--- src/rtl/div8by4_seq_if.sv ---
// Start/busy/done handshake bundle for the sequential 8-by-4 divider.
// The master drives the operands and start; the slave returns the results and status.
interface div8by4_seq_if #(
   parameter int DW = 8,
   parameter int VW = 4
);
   logic          start;
   logic [DW-1:0] dividend;
   logic [VW-1:0] divisor;
   logic          busy;
   logic          done;
   logic [DW-1:0] quotient;
   logic [VW-1:0] remainder;
   logic          q_ovf;
   logic          dbz;

   modport master (
      output start, dividend, divisor,
      input  busy, done, quotient, remainder, q_ovf, dbz
   );

   modport slave (
      input  start, dividend, divisor,
      output busy, done, quotient, remainder, q_ovf, dbz
   );
endinterface

--- src/rtl/div8by4_seq.sv ---
// Sequential restoring divider: DW-bit dividend by VW-bit divisor, one quotient bit per clock.
// Results are registered and change only at completion, on divide-by-zero, or on reset.
module div8by4_seq #(
   parameter int DW = 8,
   parameter int VW = 4
) (
   input logic          clk,
   input logic          reset,
   div8by4_seq_if.slave bus
);
   localparam int            CW       = $clog2(DW);
   localparam logic [CW-1:0] CNT_ONE  = CW'(1);
   localparam logic [CW-1:0] CNT_LAST = CW'(DW - 1);

   typedef enum logic [1:0] {
      IDLE = 2'd0,
      CALC = 2'd1,
      DZ   = 2'd2
   } state_t;

   state_t        state_r, state_s;
   logic [DW-1:0] dvd_r, dvd_s;
   logic [VW-1:0] dvs_r, dvs_s;
   logic [VW:0]   prem_r, prem_s;
   logic [DW-1:0] q_r, q_s;
   logic [CW-1:0] cnt_r, cnt_s;
   logic [DW-1:0] quotient_r, quotient_s;
   logic [VW-1:0] remainder_r, remainder_s;
   logic          busy_r, busy_s;
   logic          done_r, done_s;
   logic          q_ovf_r, q_ovf_s;
   logic          dbz_r, dbz_s;

   logic [VW:0]   r_shift_s;
   logic [VW:0]   r_sub_s;
   logic          ge_s;
   logic [DW-1:0] q_shift_s;

   // State and datapath registers with synchronous reset
   always_ff @(posedge clk) begin
      if (reset) begin
         state_r     <= IDLE;
         dvd_r       <= {DW{1'b0}};
         dvs_r       <= {VW{1'b0}};
         prem_r      <= {(VW + 1){1'b0}};
         q_r         <= {DW{1'b0}};
         cnt_r       <= {CW{1'b0}};
         quotient_r  <= {DW{1'b0}};
         remainder_r <= {VW{1'b0}};
         busy_r      <= 1'b0;
         done_r      <= 1'b0;
         q_ovf_r     <= 1'b0;
         dbz_r       <= 1'b0;
      end else begin
         state_r     <= state_s;
         dvd_r       <= dvd_s;
         dvs_r       <= dvs_s;
         prem_r      <= prem_s;
         q_r         <= q_s;
         cnt_r       <= cnt_s;
         quotient_r  <= quotient_s;
         remainder_r <= remainder_s;
         busy_r      <= busy_s;
         done_r      <= done_s;
         q_ovf_r     <= q_ovf_s;
         dbz_r       <= dbz_s;
      end
   end

   // Next-state and next-datapath logic; one restoring step per CALC cycle
   always_comb begin
      state_s     = state_r;
      dvd_s       = dvd_r;
      dvs_s       = dvs_r;
      prem_s      = prem_r;
      q_s         = q_r;
      cnt_s       = cnt_r;
      quotient_s  = quotient_r;
      remainder_s = remainder_r;
      busy_s      = busy_r;
      done_s      = 1'b0;
      q_ovf_s     = q_ovf_r;
      dbz_s       = dbz_r;

      // Partial remainder stays below 2*divisor, so the VW+1-bit subtract never wraps
      r_shift_s = {prem_r[VW-1:0], dvd_r[DW-1]};
      ge_s      = (r_shift_s >= {1'b0, dvs_r});
      if (ge_s) begin
         r_sub_s = r_shift_s - {1'b0, dvs_r};
      end else begin
         r_sub_s = r_shift_s;
      end
      q_shift_s = {q_r[DW-2:0], ge_s};

      case (state_r)
         IDLE: begin
            if (bus.start) begin
               dvd_s  = bus.dividend;
               dvs_s  = bus.divisor;
               prem_s = {(VW + 1){1'b0}};
               q_s    = {DW{1'b0}};
               cnt_s  = {CW{1'b0}};
               busy_s = 1'b1;
               if (bus.divisor == {VW{1'b0}}) begin
                  state_s = DZ;
               end else begin
                  state_s = CALC;
               end
            end else begin
               state_s = IDLE;
            end
         end
         CALC: begin
            dvd_s  = {dvd_r[DW-2:0], 1'b0};
            prem_s = r_sub_s;
            q_s    = q_shift_s;
            cnt_s  = cnt_r + CNT_ONE;
            if (cnt_r == CNT_LAST) begin
               state_s     = IDLE;
               busy_s      = 1'b0;
               done_s      = 1'b1;
               quotient_s  = q_shift_s;
               remainder_s = r_sub_s[VW-1:0];
               q_ovf_s     = |q_shift_s[DW-1:VW];
               dbz_s       = 1'b0;
            end else begin
               state_s = CALC;
            end
         end
         DZ: begin
            state_s     = IDLE;
            busy_s      = 1'b0;
            done_s      = 1'b1;
            quotient_s  = {DW{1'b1}};
            remainder_s = {VW{1'b0}};
            q_ovf_s     = 1'b0;
            dbz_s       = 1'b1;
         end
         default: begin
            state_s = IDLE;
            busy_s  = 1'b0;
         end
      endcase
   end

   assign bus.busy      = busy_r;
   assign bus.done      = done_r;
   assign bus.quotient  = quotient_r;
   assign bus.remainder = remainder_r;
   assign bus.q_ovf     = q_ovf_r;
   assign bus.dbz       = dbz_r;
endmodule
--- src/flat_wrapper.sv ---
// flat-port wrapper written by rule: the top's interface ports become plain ports
module div8by4_seq_flat 
#(
   parameter int DW = 8,
   parameter int VW = 4
)
  (clk, reset, bus_start, bus_dividend, bus_divisor, bus_busy, bus_done, bus_quotient, bus_remainder, bus_q_ovf, bus_dbz);
  div8by4_seq_if #(.DW(DW), .VW(VW)) bus_i ();
  input logic clk;
  input logic reset;
  input wire logic [$bits(bus_i.start)-1:0] bus_start;
  input wire logic [$bits(bus_i.dividend)-1:0] bus_dividend;
  input wire logic [$bits(bus_i.divisor)-1:0] bus_divisor;
  output wire logic [$bits(bus_i.busy)-1:0] bus_busy;
  output wire logic [$bits(bus_i.done)-1:0] bus_done;
  output wire logic [$bits(bus_i.quotient)-1:0] bus_quotient;
  output wire logic [$bits(bus_i.remainder)-1:0] bus_remainder;
  output wire logic [$bits(bus_i.q_ovf)-1:0] bus_q_ovf;
  output wire logic [$bits(bus_i.dbz)-1:0] bus_dbz;
  assign bus_i.start = bus_start;
  assign bus_i.dividend = bus_dividend;
  assign bus_i.divisor = bus_divisor;
  assign bus_busy = bus_i.busy;
  assign bus_done = bus_i.done;
  assign bus_quotient = bus_i.quotient;
  assign bus_remainder = bus_i.remainder;
  assign bus_q_ovf = bus_i.q_ovf;
  assign bus_dbz = bus_i.dbz;
  div8by4_seq #(.DW(DW), .VW(VW)) u_core (.clk(clk), .reset(reset), .bus(bus_i));
endmodule
--- config.mk ---
export PLATFORM = sky130hd
export DESIGN_NAME = div8by4_seq_flat
export DESIGN_NICKNAME = d
export VERILOG_FILES = /design/src/rtl/div8by4_seq_if.sv /design/src/rtl/div8by4_seq.sv /design/src/flat_wrapper.sv
export SDC_FILE = /design/constraint.sdc
export NUM_CORES = 1
export LEC_CHECK = 0
export ABC_AREA = 1
export CAP_MARGIN = 10
export CORE_MARGIN = 4
export CORE_UTILIZATION = 40
export DETAILED_ROUTE_END_ITERATION = 6
export PLACE_DENSITY = 0.58
export SLEW_MARGIN = 30
export SYNTH_ARGS = -nofsm -noshare
export SYNTH_HDL_FRONTEND = slang
export SYNTH_SLANG_ARGS = --single-unit
--- constraint.sdc ---
create_clock -name clk -period 1.65 [get_ports clk]
set_input_delay 0.165 -clock clk [delete_from_list [all_inputs] [get_ports clk]]
set_output_delay 0.165 -clock clk [all_outputs]
set_load 0.02 [all_outputs]
==> run summary, run 1 <==
Synth Area in Compound Gates = 17.26%
DR vias = 1708
Drt total wl = 4.209 mm
Area contributors post-synth = dfxtp_1, nand2_1, a21oi_1, ha_1, inv_1
Post-synthesis mux area share = 0%
Num Clock Sinks = 44
Commonest non-fill, non-tap cell in the layout = nand2_1
Vias in the first global route = 1646
Final Max Tran Viols = 0
Routed wire per std cell = 11.66 µm
FILL cells = 502
GRT Residual Overflow = 0
# resized after CTS = 0
Nets = 318
TritonRoute pass-1 iters = 4
Synthesis warning total = 0
Count of final setup violators = 0
Syn_nets = 283
Slew @ Worst Pin = 0.2519 ns
CTS buffer count = 5
Status = finished, final reports clean
Fmax = 650.0 MHz
Simple-gate share of the synthesized area = 23.30%
Synth Area per Inst = 7.866 µm²
Max Clock Skew = 0.007507 ns
VDD IR max = 0.0006505 V
Core area = 4817 µm²
Synth area leader = dfxtp_1
Initial DRC Count = 42
Power Density = 924.3 nW/µm²
Fraction of the mapped netlist area in adder cells = 6.535%
CP Class = flop to flop
Place WS = 0.07593 ns
CP required = 1.89 ns
Largest family of logic cells by synthesized area = simple AND/OR/NAND/NOR gates
Post-DRT Antenna Nets = 0
Later-pin clock latency in the skew report = 0.30 ns
Setup crit end kind = flop
Critical Path Source Type = flop
CTS tree = done
Min setup slack post-route = 0.1116 ns
Max_cap viols = 0
Layout cells sized above 1 = 11.90%
#FFs+latches synth = 44
HPWL after DPL = 2.990 mm
Tcrit/Tclk final = 93.24%
Worst Path Arrival = 1.78 ns
Crit path time final = 1.538 ns
Hold Buf Count CTS = 0
Ant diodes = 0
Crit path max fanout = 6
Port Buffers = 30
Initial Util = 42.13%
Die width = 79.23 µm
I/O pins = 31
Final Hold Viols = 0
Clock transition at path regs = 0.09 ns
Synth top area share = 43.40%
RePlAce Congestion = 0.8116
Post-CTS setup buffer count = 0
Vias per std cell = 4.731
Clk buf depth = 2
DR DRC count = 0
Initial antenna violation count = 0
Synth Instances = 258
Seq/Total Area, Yosys = 43.40%
HP Class = primary input to flop
WHS = 0.4352 ns
Xor/xnor cell area share of the yosys netlist = 0.4316%
First-pass GRT wire length = 7.251 mm
Synth cell types = 25
Clock root buffer = clkbuf_8
Most frequent cells in the layout = nand2_1, dfxtp_1, clkdlybuf4s50_1
Mapped Area = 2029 µm²
Die footprint = 6277 µm²
Leak pwr = 0.001049 µW
Die span in y = 79.23 µm
H-tree Lvls = 2
Largest net degree at the start of global routing = 24
Max-slew headroom = 83.18%
GR Util All Layers = 14.91%
Core Rows = 25
Layout overhead on the synthesized area = 23.06%
==> per-stage QoR <==
stage,TNS [ns],total power (µW),instances,area [µm²],util (%)
after CTS,0,2332,361,2487,51.64
after global routing,-0.04141,2453,361,2497,51.84
after global placement,0,1615,353,2395,49.71
final,0,2308,361,2497,51.84
after detailed placement,0,1617,353,2395,49.71
after floorplan,0,1510,258,2029,-
==> worst max-delay path: stages (launching register included) <==
cell     delay [ns]
dfxtp_1        0.34
ha_1           0.38
a21oi_2        0.22
nand2_2        0.09
nand2_4        0.10
nand2_4        0.08
nand2_2        0.07
nand3_1        0.07
a21oi_1        0.12
==> sequential cells by signal (all words and copies together), names as in the netlist <==
register / count
u_core.bus.busy: 1
u_core.bus.dbz: 1
u_core.bus.done: 1
u_core.bus.q_ovf: 1
u_core.bus.quotient: 8
u_core.bus.remainder: 4
u_core.cnt_r: 3
u_core.dvd_r: 8
u_core.dvs_r: 4
u_core.prem_r: 4
u_core.q_r: 7
u_core.state_r: 2
==> worst paths after layout <==
path,cells past startpoint,end,slack [ns],startpoint
hold / removal,3,u_core.dvd_r[2]$_SDFFE_PP0P_,0.44,bus_dividend[2]
setup / recovery,8,u_core.bus.remainder[1]$_SDFFE_PP0P_,0.11,u_core.prem_r[1]$_SDFFE_PP0P_
setup reg to reg,8,u_core.bus.remainder[1]$_SDFFE_PP0P_,0.11,u_core.prem_r[1]$_SDFFE_PP0P_
hold reg to reg,1,u_core.cnt_r[0]$_SDFFE_PP0P_,0.46,u_core.cnt_r[0]$_SDFFE_PP0P_
==> synthesized netlist by cell type, drive strengths merged <==
library cell  number
a211oi             1
a21oi             29
a31oi              7
buf                4
clkbuf             4
dfxtp             44
fa                 1
ha                 9
inv               32
nand2             75
nand3             17
nor2               8
nor3               2
o211ai             3
o21ai             21
xnor2              1
==> power breakdown <==
group,switching [µW],internal (µW)
Combinational,282,183
Sequential,27.6,1110
Clock,372,335
==> cell type report <==
class	count	area [µm²]	share of cell area (%)
multi-input cells	174	974.7	39.03
flip-flops and latches	44	880.8	35.27
inverters	32	120.1	4.810
clock inverters	2	10.01	0.4008
well taps	67	83.83	3.357
repair buffers	36	345.3	13.83
clock buffers	6	82.58	3.307
==> per-layer routing <==
| layer | routed length, µm | global-route usage [%] |
|---|---|---|
| met4 | 62 | 5.670 |
| met1 | 2026 | 18.67 |
| met2 | 1967 | 23.57 |
| met3 | 153 | 5.102 |
| met5 | 0 | 0 |
==> cell families after synthesis <==
group           Yosys count
simple gates            102
compound gates           61
flops                    44
buf+inv                  40
fa+ha+maj                10
xor+xnor                  1
(Power assumes the default switching activity.)
==> inputs of run 2 (changes only) <==
--- a/config.mk
+++ b/config.mk
@@ -11,7 +11,8 @@
 export CORE_UTILIZATION = 40
 export DETAILED_ROUTE_END_ITERATION = 6
 export PLACE_DENSITY = 0.58
-export SLEW_MARGIN = 30
+export RECOVER_POWER = 25
+export SLEW_MARGIN = 40
 export SYNTH_ARGS = -nofsm -noshare
 export SYNTH_HDL_FRONTEND = slang
 export SYNTH_SLANG_ARGS = --single-unit
==> run 2 against run 1 <==
Clock power about the same. Design area down 0.30%. Sequential power about the same. Utilization down 0.16 points. Clock skew up 0.00056 ns. Power about the same. Global-route usage unchanged. Via count up 0.47%. Final cell count unchanged. Die area unchanged. Critical path type unchanged. Critical endpoint unchanged.
==> run summary, run 2 (same netlist as run 1, synthesis figures left out) <==
Min setup slack post-route = 0.1128 ns
CTS tree = done
Ant diodes = 0
Commonest non-fill, non-tap cell in the layout = nand2_1
Buf/Inv on CP = 0
Slowest CP cell = ha_1
Initial antenna violation count = 0
I/O pins = 31
Die footprint = 6277 µm²
Initial DRC Count = 41
CTS buffer count = 5
Most frequent cells in the layout = nand2_1, dfxtp_1, a21oi_1, clkdlybuf4s50_1, inv_1
Count of final setup violators = 0
Port Buffers = 30
Later-pin clock latency in the skew report = 0.30 ns
Final Max Tran Viols = 0
DR vias = 1716
Final Hold Viols = 0
GR Util All Layers = 14.91%
CP Class = flop to flop
HP Class = primary input to flop
Nets = 318
Cell Chain, Critical Path = ha_1 > a21oi_2 > nand2_2 > nand2_4 > nand2_4 > nand2_2 > nand3_1 > a21oi_1
Worst Path Arrival = 1.78 ns
Max-slew headroom = 78.43%
TritonRoute pass-1 iters = 4
Layout cells sized above 1 = 11.90%
Area after DPL = 2395 µm²
Die width = 79.23 µm
Post-DRT Antenna Nets = 0
Core area = 4817 µm²
Layout overhead on the synthesized area = 22.69%
Die span in y = 79.23 µm
Routed wire per std cell = 11.65 µm
Final instance area = 2490 µm²
Power Density = 926.6 nW/µm²
HPWL after DPL = 2.990 mm
CP top delay family = simple AND/OR/NAND/NOR gates
Largest net degree at the start of global routing = 24
Initial Util = 42.13%
VDD IR max = 0.0006505 V
H-tree Lvls = 2
DR DRC count = 0
Setup crit start = u_core.prem_r[1]$_SDFFE_PP0P_
CP required = 1.89 ns
Max Clock Skew = 0.008071 ns
Clock root buffer = clkbuf_8
Place WS = 0.07593 ns
Core Rows = 25
Slew @ Worst Pin = 0.3234 ns
Critical Path Source Type = flop
Leak pwr = 0.001056 µW
Hold Buf Count CTS = 0
Fmax = 650.5 MHz
Num Clock Sinks = 44
Vias in the first global route = 1646
GRT Residual Overflow = 0
Worst r2r src = u_core.prem_r[1]$_SDFFE_PP0P_
Worst Hold Launch = bus_dividend[2]
Max_cap viols = 0
Clock transition at path regs = 0.09 ns
Setup crit end kind = flop
Status = finished, final reports clean
First-pass GRT wire length = 7.251 mm
Max stage delay on crit path = 0.38 ns
Crit path time final = 1.537 ns
Clk buf depth = 2
RePlAce Congestion = 0.8116
Vias per std cell = 4.753
FILL cells = 502
Tcrit/Tclk final = 93.16%
Crit path max fanout = 6
Drt total wl = 4.207 mm
-- run 2: cell types whose count changed in the layout (fill, tap and decap cells not counted), sizes merged --
cell	change
clkdlybuf4s50	-2
dlygate4sd3	+2
-- run 2: path summary, 6_finish.rpt --
path / endpoint / slack (ns) / depth (start not counted)
worst min register to register: u_core.cnt_r[0]$_SDFFE_PP0P_ / 0.46 / 1
worst min-delay path: u_core.dvd_r[2]$_SDFFE_PP0P_ / 0.43 / 3
worst max register to register: u_core.bus.remainder[1]$_SDFFE_PP0P_ / 0.11 / 8
worst max-delay path: u_core.bus.remainder[1]$_SDFFE_PP0P_ / 0.11 / 8
-- run 2: layout make-up --
cell class                      instances  area (µm²)  area share (%)
Timing Repair Buffer                   36       345.3           13.87
Inverter                               32       120.1           4.824
Clock inverter                          2       10.01          0.4020
Clock buffer                            6       82.58           3.317
Tap cell                               67       83.83           3.367
Multi-Input combinational cell        174       967.2           38.84
Sequential cell                        44       880.8           35.38
-- run 2: metrics by stage --
step	utilization (%)	hold slack (ns)	setup TNS, ns	power, µW	instances
global route	51.69	0.4397	-0.04140	2452	361
CTS	51.64	0.4242	0	2332	361
finish	51.69	0.4348	0	2307	361
detailed placement	49.71	0.4511	0	1617	353
global placement	49.71	0.4487	0	1615	353
floorplan	-	0.2341	0	1510	258
-- run 2: timing repair --
| item | CTS | global route |
|---|---|---|
| resized for setup | 0 | 2 |
| endpoints found under the setup margin | 0 | 5 |
| buffers inserted | 0 | 0 |
-- run 2: report_power, final --
group	switching [µW]	leakage (µW)	internal (µW)	total, µW
clock	373	0.0000510	335	707
sequential	27.6	0.000358	1110	1140
combinational	281	0.000647	183	463
-- run 2: metal layers --
metal / vias up / part of all wire, % / GRT usage, % / wire length, µm
met1: 773 / 49 / 18.67 / 2043
li1: 910 / - / - / -
met3: 4 / 3.8 / 5.102 / 161
met2: 29 / 46 / 23.57 / 1945
met4: 0 / 1.4 / 5.670 / 58
met5: - / 0 / 0 / 0
-- run 2: worst reg2reg max path, cell delays in order (launching register included) --
cell and delay (ns):
dfxtp_1 0.34, ha_1 0.38, a21oi_2 0.22, nand2_2 0.09
nand2_4 0.10, nand2_4 0.08, nand2_2 0.07, nand3_1 0.07
a21oi_1 0.12
==> inputs of run 3 (changes only) <==
--- a/config.mk
+++ b/config.mk
@@ -7,7 +7,6 @@
 export LEC_CHECK = 0
 export ABC_AREA = 1
 export CAP_MARGIN = 10
-export CORE_MARGIN = 4
 export CORE_UTILIZATION = 40
 export DETAILED_ROUTE_END_ITERATION = 6
 export PLACE_DENSITY = 0.58
==> run 3 against run 2 <==
Register-to-register slack gained 0.03 ns. Sequential share of layout area is the same. Die area shrank 15%. Power shrank 0.55%.
==> run summary, run 3 (same netlist as run 1, synthesis figures left out) <==
Status = finished, final reports clean
WHS = 0.4363 ns
Power Density = 921.5 nW/µm²
Hold path cells = 3
GR Util All Layers = 17.24%
Die span in y = 73.23 µm
Critical Path Source Type = flop
Num Clock Sinks = 44
Routed wire per std cell = 10.86 µm
Clock transition at path regs = 0.08 ns
Buf/Inv on CP = 0
HP Class = primary input to flop
Met2 routed WL = 1.697 mm
Die width = 73.23 µm
CP top delay family = simple AND/OR/NAND/NOR gates
Initial antenna violation count = 0
Initial Util = 42.13%
Layout cells sized above 1 = 11.86%
Final Max Tran Viols = 0
Setup TNS Final = 0 ns
DR DRC count = 0
Worst R2R Setup Slack = 0.15 ns
Worst Path Arrival = 1.74 ns
Max Clock Skew = 0.008553 ns
Worst reg2reg path endpoint = u_core.bus.remainder[1]$_SDFFE_PP0P_
CTS tree = done
Slew @ Worst Pin = 0.3026 ns
Vias per std cell = 4.702
VDD IR max = 0.0004308 V
Core Rows = 25
Fmax = 664.7 MHz
RePlAce Congestion = 0.7389
WL met1 = 2.055 mm
Crit path time final = 1.504 ns
First-pass GRT wire length = 6.948 mm
Area after DPL = 2402 µm²
DR vias = 1702
Slowest CP cell = ha_1
Most frequent cells in the layout = nand2_1, dfxtp_1, clkdlybuf4s50_1
Clk buf depth = 2
Final instance area = 2490 µm²
GRT Residual Overflow = 0
H-tree Lvls = 2
Count of final setup violators = 0
TritonRoute pass-1 iters = 4
Core area = 4817 µm²
Max_cap viols = 0
Vias in the first global route = 1581
Commonest non-fill, non-tap cell in the layout = nand2_1
Post-DRT Antenna Nets = 0
Largest net degree at the start of global routing = 22
Post-route insts no fill = 362
Cells on worst reg2reg path = 8
Setup crit end kind = flop
Met3 wire length = 118 µm
Post-layout util = 51.69%
Clock root buffer = clkbuf_8
HPWL after DPL = 2.917 mm
Hold endpoint = u_core.dvd_r[2]$_SDFFE_PP0P_
# resized after CTS = 0
Layout overhead on the synthesized area = 22.69%
Cell Chain, Critical Path = ha_1 > a21oi_2 > nand2_2 > nand2_4 > nand2_4 > nand2_2 > nand3_1 > a21oi_1
Leak pwr = 0.001051 µW
Uppermost layer routed = met4
CTS buffer count = 5
Ant diodes = 0
Unrepaired setup endpoints after global routing = no
Placed Instances = 354
CP required = 1.88 ns
I/O pins = 31
Max-slew headroom = 79.82%
Worst r2r src = u_core.prem_r[1]$_SDFFE_PP0P_
Initial DRC Count = 79
Post-CTS setup buffer count = 0
Final Hold Viols = 0
Crit path max fanout = 6
Drt total wl = 3.932 mm
Port Buffers = 30
Tcrit/Tclk final = 91.18%
Die footprint = 5363 µm²
CP Class = flop to flop
Nets = 319
Worst Hold Launch = bus_dividend[2]
Hold Buf Count CTS = 0
Later-pin clock latency in the skew report = 0.30 ns
Max stage delay on crit path = 0.36 ns
## run 3: changes by cell type in the layout (fill, tap and decap cells not counted)
| cell | previous run | this run |
|---|---|---|
| dlygate4sd3_1 | 2 | 1 |
| clkdlybuf4s50_1 | 28 | 29 |
| xnor2_1 | 0 | 1 |
| buf_4 | 6 | 7 |
| xnor2_2 | 1 | 0 |
## run 3: worst register-to-register path: stages (launching register included)
cell and delay [ns]:
dfxtp_1 0.34, ha_1 0.36, a21oi_2 0.20, nand2_2 0.09, nand2_4 0.10, nand2_4 0.08, nand2_2 0.07, nand3_1 0.08
a21oi_1 0.12
## run 3: per-stage QoR
step	total power [µW]	worst slack (ns)
after floorplan	1510	0.2444
after CTS	2309	0.1171
after detailed placement	1616	0.1395
after global placement	1613	0.1497
after global routing	2428	0.001739
final	2294	0.1455
## run 3: final cells by class
class,instances,area (µm²)
Fill cell,504,2327
Sequential cell,44,880.8
Inverter,32,120.1
Multi-Input combinational cell,174,959.7
Clock buffer,6,82.58
Timing Repair Buffer,37,352.8
Clock inverter,2,10.01
Tap cell,67,83.83
## run 3: how the worst max path moves through the flow
stage                                       start                                   end  slack, ns  depth (start not counted)
floorplan            u_core.dvd_r[7]$_SDFFE_PP0P_  u_core.bus.remainder[2]$_SDFFE_PP0P_       0.24                          8
global placement    u_core.prem_r[1]$_SDFFE_PP0P_  u_core.bus.remainder[1]$_SDFFE_PP0P_       0.15                          8
detailed placement  u_core.prem_r[1]$_SDFFE_PP0P_  u_core.bus.remainder[1]$_SDFFE_PP0P_       0.14                          8
CTS                 u_core.prem_r[1]$_SDFFE_PP0P_  u_core.bus.remainder[1]$_SDFFE_PP0P_       0.12                          8
global route         u_core.dvs_r[2]$_SDFFE_PP0P_         u_core.prem_r[1]$_SDFFE_PP0P_      0.002                          9
finish              u_core.prem_r[1]$_SDFFE_PP0P_  u_core.bus.remainder[1]$_SDFFE_PP0P_       0.15                          8
## run 3: power breakdown
group,internal (µW),switching (µW),total [µW]
Clock,335,372,706
Combinational,179,273,452
Sequential,1110,27.5,1140
Total,1620,672,2290
## run 3: per-layer routing
metal,track usage [%],up-vias
met2,27.67,23
met3,4.144,5
met4,7.190,0
li1,-,914
met1,22.09,760
met5,0,-
